[src/rtl/instruction_fetch_unit.sv]
// Instruction fetch stage: req/ack word fetch into a small PC-tagged FIFO feeding decode.
// Optional JOPH_IF_DISCARD_COUNT_EN adds IF_discard_count (saturating dropped-response counter).
module instruction_fetch_unit #(
    parameter int                    ADDR_WIDTH = 24,
    parameter logic [ADDR_WIDTH-1:0] RESET_PC   = {ADDR_WIDTH{1'b0}},
    parameter int                    DEPTH      = 4
) (
    input  logic                  clk,
    input  logic                  rst_n,
    output logic                  IF_mem_req,
    output logic [ADDR_WIDTH-1:0] IF_mem_addr,
    input  logic                  IF_mem_ack,
    input  logic [31:0]           IF_mem_rdata,
    input  logic                  IF_redirect,
    input  logic [ADDR_WIDTH-1:0] IF_redirect_addr,
    input  logic                  IF_halt,
    output logic                  IF_valid,
    output logic [31:0]           IF_instruction,
    output logic [ADDR_WIDTH-1:0] IF_pc,
    input  logic                  IF_ready
`ifdef JOPH_IF_DISCARD_COUNT_EN
    ,output logic [15:0]          IF_discard_count
`endif
);

    localparam int PTR_W = $clog2(DEPTH);
    localparam int CNT_W = PTR_W + 1;

    typedef enum logic [1:0] {
        ST_IDLE    = 2'd0,
        ST_FETCH   = 2'd1,
        ST_DISCARD = 2'd2
    } state_t;

    state_t                state_r;
    logic [ADDR_WIDTH-1:0] fetch_pc_r;
    logic                  mem_req_r;
    logic [ADDR_WIDTH-1:0] mem_addr_r;

    logic [31:0]           instr_mem_r [DEPTH];
    logic [ADDR_WIDTH-1:0] pc_mem_r    [DEPTH];
    logic [PTR_W-1:0]      rd_ptr_r;
    logic [PTR_W-1:0]      wr_ptr_r;
    logic [CNT_W-1:0]      count_r;

    logic                  ack_s;
    logic                  push_s;
    logic                  pop_s;
    logic                  drop_s;
    logic [CNT_W-1:0]      count_next_s;
    logic                  room_s;
    logic [ADDR_WIDTH-1:0] pc_inc_s;
    logic [ADDR_WIDTH-1:0] next_pc_s;

    assign ack_s    = IF_mem_ack && mem_req_r;
    assign push_s   = ack_s && (state_r == ST_FETCH) && !IF_redirect;
    assign drop_s   = ack_s && ((state_r == ST_DISCARD) || IF_redirect);
    assign pop_s    = (count_r != {CNT_W{1'b0}}) && IF_ready;
    assign pc_inc_s = fetch_pc_r + {{(ADDR_WIDTH-1){1'b0}}, 1'b1};
    assign room_s   = count_next_s < CNT_W'(DEPTH);

    // Occupancy after this cycle; a redirect flushes and overrides any pop.
    always_comb begin
        count_next_s = count_r;
        if (IF_redirect) begin
            count_next_s = {CNT_W{1'b0}};
        end else begin
            count_next_s = count_r + CNT_W'(push_s) - CNT_W'(pop_s);
        end
    end

    // PC that the next new request should use.
    always_comb begin
        next_pc_s = fetch_pc_r;
        if (IF_redirect) begin
            next_pc_s = IF_redirect_addr;
        end else if (push_s) begin
            next_pc_s = pc_inc_s;
        end else begin
            next_pc_s = fetch_pc_r;
        end
    end

    // Fetch control FSM with registered request/address.
    always_ff @(posedge clk or negedge rst_n) begin
        if (!rst_n) begin
            state_r    <= ST_IDLE;
            fetch_pc_r <= RESET_PC;
            mem_req_r  <= 1'b0;
            mem_addr_r <= RESET_PC;
        end else begin
            fetch_pc_r <= next_pc_s;
            case (state_r)
                ST_IDLE: begin
                    if (room_s && !IF_halt) begin
                        state_r    <= ST_FETCH;
                        mem_req_r  <= 1'b1;
                        mem_addr_r <= next_pc_s;
                    end else begin
                        mem_req_r  <= 1'b0;
                    end
                end
                ST_FETCH: begin
                    // Pushed or dropped, the next address is next_pc_s (pc+1 or target).
                    if (ack_s) begin
                        if (room_s && !IF_halt) begin
                            mem_addr_r <= next_pc_s;
                        end else begin
                            state_r   <= ST_IDLE;
                            mem_req_r <= 1'b0;
                        end
                    end else if (IF_redirect) begin
                        state_r <= ST_DISCARD;
                    end else begin
                        state_r <= ST_FETCH;
                    end
                end
                ST_DISCARD: begin
                    if (ack_s) begin
                        if (room_s && !IF_halt) begin
                            state_r    <= ST_FETCH;
                            mem_addr_r <= next_pc_s;
                        end else begin
                            state_r   <= ST_IDLE;
                            mem_req_r <= 1'b0;
                        end
                    end else begin
                        state_r <= ST_DISCARD;
                    end
                end
                default: begin
                    state_r   <= ST_IDLE;
                    mem_req_r <= 1'b0;
                end
            endcase
        end
    end

    // Instruction FIFO storage, pointers and occupancy.
    always_ff @(posedge clk or negedge rst_n) begin
        if (!rst_n) begin
            rd_ptr_r <= {PTR_W{1'b0}};
            wr_ptr_r <= {PTR_W{1'b0}};
            count_r  <= {CNT_W{1'b0}};
            for (int i = 0; i < DEPTH; i++) begin
                instr_mem_r[i] <= 32'h0000_0000;
                pc_mem_r[i]    <= {ADDR_WIDTH{1'b0}};
            end
        end else begin
            count_r <= count_next_s;
            if (IF_redirect) begin
                rd_ptr_r <= {PTR_W{1'b0}};
                wr_ptr_r <= {PTR_W{1'b0}};
            end else begin
                if (push_s) begin
                    instr_mem_r[wr_ptr_r] <= IF_mem_rdata;
                    pc_mem_r[wr_ptr_r]    <= fetch_pc_r;
                    wr_ptr_r              <= wr_ptr_r + {{(PTR_W-1){1'b0}}, 1'b1};
                end
                if (pop_s) begin
                    rd_ptr_r <= rd_ptr_r + {{(PTR_W-1){1'b0}}, 1'b1};
                end
            end
        end
    end

`ifdef JOPH_IF_DISCARD_COUNT_EN
    logic [15:0] discard_count_r;

    // Saturating count of memory responses thrown away.
    always_ff @(posedge clk or negedge rst_n) begin
        if (!rst_n) begin
            discard_count_r <= 16'h0000;
        end else if (drop_s && (discard_count_r != 16'hFFFF)) begin
            discard_count_r <= discard_count_r + 16'h0001;
        end else begin
            discard_count_r <= discard_count_r;
        end
    end

    assign IF_discard_count = discard_count_r;
`else
    logic unused_drop_s;
    assign unused_drop_s = drop_s;
`endif

    assign IF_mem_req     = mem_req_r;
    assign IF_mem_addr    = mem_addr_r;
    assign IF_valid       = (count_r != {CNT_W{1'b0}});
    assign IF_instruction = IF_valid ? instr_mem_r[rd_ptr_r] : 32'h0000_0000;
    assign IF_pc          = IF_valid ? pc_mem_r[rd_ptr_r] : {ADDR_WIDTH{1'b0}};

endmodule

[config.mk]
export PLATFORM = sky130hd
export DESIGN_NAME = instruction_fetch_unit
export DESIGN_NICKNAME = d
export VERILOG_FILES = /design/src/rtl/instruction_fetch_unit.sv
export SDC_FILE = /design/constraint.sdc
export NUM_CORES = 1
export LEC_CHECK = 0
export ABC_AREA = 1
export CORE_MARGIN = 2
export CORE_UTILIZATION = 54
export DETAILED_ROUTE_END_ITERATION = 10
export DONT_BUFFER_PORTS = 1
export PLACE_DENSITY_LB_ADDON = 0.08
export RECOVER_POWER = 50
export SYNTH_ARGS = -nofsm -noshare
export SYNTH_HDL_FRONTEND = slang
export SYNTH_SLANG_ARGS = --single-unit
[constraint.sdc]
create_clock -name clk -period 4.5 [get_ports clk]
set_input_delay 0.675 -clock clk [delete_from_list [all_inputs] [get_ports clk]]
set_output_delay 0.675 -clock clk [all_outputs]
set_load 0.05 [all_outputs]
==> flow_summary.json <==
{
  "setup_ws_ps": 849.6,
  "place_area_sq_um": 13460,
  "total_power_mw": 9.654,
  "ys_ff_latch": 282,
  "cts_htree_levels": 1,
  "wl_per_cell_microns": 16.03,
  "r2r_slack_ps": 1050,
  "yosys-top-cells-area": "dfrtp_1 (55%), o21ai_0 (14%), nand2_1 (11%)",
  "critPathArrivalTime_ps": 2980,
  "worstPathMaxFanout": 74,
  "grt_pass1_wl_mm": 52.65,
  "firstDrtPassIters": 5,
  "period_needed_ps": 3650,
  "syn-cell-area_sq_um": 12950,
  "stdcell_count": 1954,
  "p_per_area_nw_per_um2": 662.7,
  "clk_pin_slew_ps": 60,
  "drc_errors": 0,
  "worstMarginPinSlew_ps": 1157,
  "avgSynthCellArea_sq_um": 8.011,
  "antenna_found_initial": 0,
  "required_ps": 3830,
  "synth_common_cells": "nand2_1 (389), o21ai_0 (353), dfrtp_1 (282), nor2_1 (247), inv_1 (87)",
  "drive_gt1_share_pct": 8.624,
  "drv_slew": 0,
  "hpwl_mm": 17.78,
  "fin_util_pct": 62.06,
  "worst-setup-path-type": "flip-flop to output port",
  "dr.first_iter.drc_count": 822,
  "ys_types": 35,
  "vias": 10580,
  "cts_buffers": 31,
  "cts_setup_buffers": 0,
  "synthCells": 1616,
  "post-route-period-util_pct": 81.12,
  "cts.sinks": 282,
  "placed_cells": 1898,
  "max_freq_ghz": 0.2739,
  "synth_most_common_cell": "nand2_1",
  "cap_violations": 0,
  "ys.flop_type": "dfrtp_1",
  "core_area_sq_um": 23470,
  "tns_ps": 0,
  "diodes": 0,
  "hold_path_class": "input port to async pin",
  "gp_congestion": 0.9070,
  "layout.area.seq_sq_um": 7062,
  "final-hold-violation-count": 213,
  "leakagePower_nw": 6.925,
  "synth-seq-area-share_pct": 54.51,
  "multi_input_area_sq_um": 5141,
  "clock_path_buffers": 3,
  "synth-async-reset-ratio_pct": 100.0,
  "synth_top_area_cell": "dfrtp_1",
  "grt_max_degree": 283,
  "reg2reg_depth": 5,
  "cts_resized": 0,
  "vdd_drop_max_v": 0.0004355,
  "violations": "negative hold slack",
  "clock_skew_ps": 12.82,
  "synth_top_area_share_pct": 54.51,
  "outcome": "complete, but fails checks",
  "die_area_sq_um": 25230,
  "post-place-ws_ps": 1139,
  "cp-end-kind": "output port",
  "timing.rr.end": "pc_mem_r[6]",
  "yosysWarnings": 0,
  "io_buffers": 0,
  "initial_core_util_pct": 55.15,
  "drt_wl_total_mm": 31.32,
  "grtUsageTotal_pct": 24.95,
  "die-width_microns": 158.8,
  "clk-insertion-delay-late_ps": 550,
  "area_growth_pct": 12.53,
  "setup_viol": 0,
  "r2r_start": "IF_mem_req",
  "avgViaCountPerCell": 5.412,
  "drt.antenna.violating_nets": 0,
  "grt_pass1_vias": 10210,
  "die_y_microns": 158.8,
  "synth_edf_count": 0,
  "layout.nets": 1686,
  "rsz0062_at_grt": "false",
  "critPathLaunchType": "flip-flop",
  "hold_ws_ps": -181.3,
  "fillers": 2132,
  "root_buffer": "clkbuf_16",
  "slew_headroom_pct": 22.90,
  "cts_tree": "done",
  "fin_area_sq_um": 14570,
  "synth_nets": 1690,
  "rows": 56,
  "grt-ovfl-total": 0,
  "io_pins": 144
}
worst max path at each step:
stage	start	endpoint	cells past startpoint
5_1_grt	rd_ptr_r[0]	IF_instruction[15]	6
3_3_place_gp	count_r[1]	IF_mem_addr[16]	20
2_1_floorplan	IF_mem_req	IF_mem_addr[16]	18
4_1_cts	rd_ptr_r[0]	IF_pc[15]	6
6_report	rd_ptr_r[0]	IF_instruction[15]	5
3_5_place_dp	count_r[1]	IF_mem_addr[17]	19
layout by cell type, fill, tap and decap left out, types with 5 or more instances in the layout:
master and n:
or2_2 7, inv_1 86, clkinv_2 8, nor2_1 246, o21ai_0 353, ha_1 11, nand3_1 37, a21oi_1 61
nand2_1 386, clkbuf_16 31, bufinv_16 7, clkbuf_8 5, buf_4 63, dfrtp_1 280
flip-flops by register name, summed over array words and instances, names as in the netlist:
name         cells
wr_ptr_r         2
instr_mem_r    128
pc_mem_r        96
count_r          3
state_r          2
fetch_pc_r      24
IF_mem_addr     24
IF_mem_req       1
rd_ptr_r         2
worst max-delay path: stages (launching register included):
cell	delay, ps
dfrtp_4	730
inv_2	590
buf_12	380
o21ai_0	180
a21oi_1	260
buf_4	260
routing by layer:
layer | GRT usage, % | part of all wire [%] | vias up
li1 | - | - | 5204
met1 | 35.17 | 47 | 5095
met2 | 40.95 | 46 | 240
met3 | 3.971 | 4.8 | 37
met4 | 5.713 | 1.6 | 0
met5 | 0 | 0 | -
report_power, final:
part,internal [mW],leakage (nW),switching (mW)
Clock,1.74,0.563,1.04
Sequential,2.94,3.79,0.651
Combinational,0.955,2.57,2.33
final cells by class:
type	count	area share, %
clock buffer	39	5.875
multi-input combinational	1142	35.29
clock inverter	17	1.890
tap	319	2.740
timing repair buffer	65	3.410
sequential	282	48.48
inverter	90	2.319
cell families after synthesis:
family	synth area share [%]
fa+ha+maj	1.218
mux	0.07732
flops	54.51
compound gates	16.86
simple gates	21.26
buf+inv	5.934
xor+xnor	0.1353
Power figures use the tool's default switching activity.
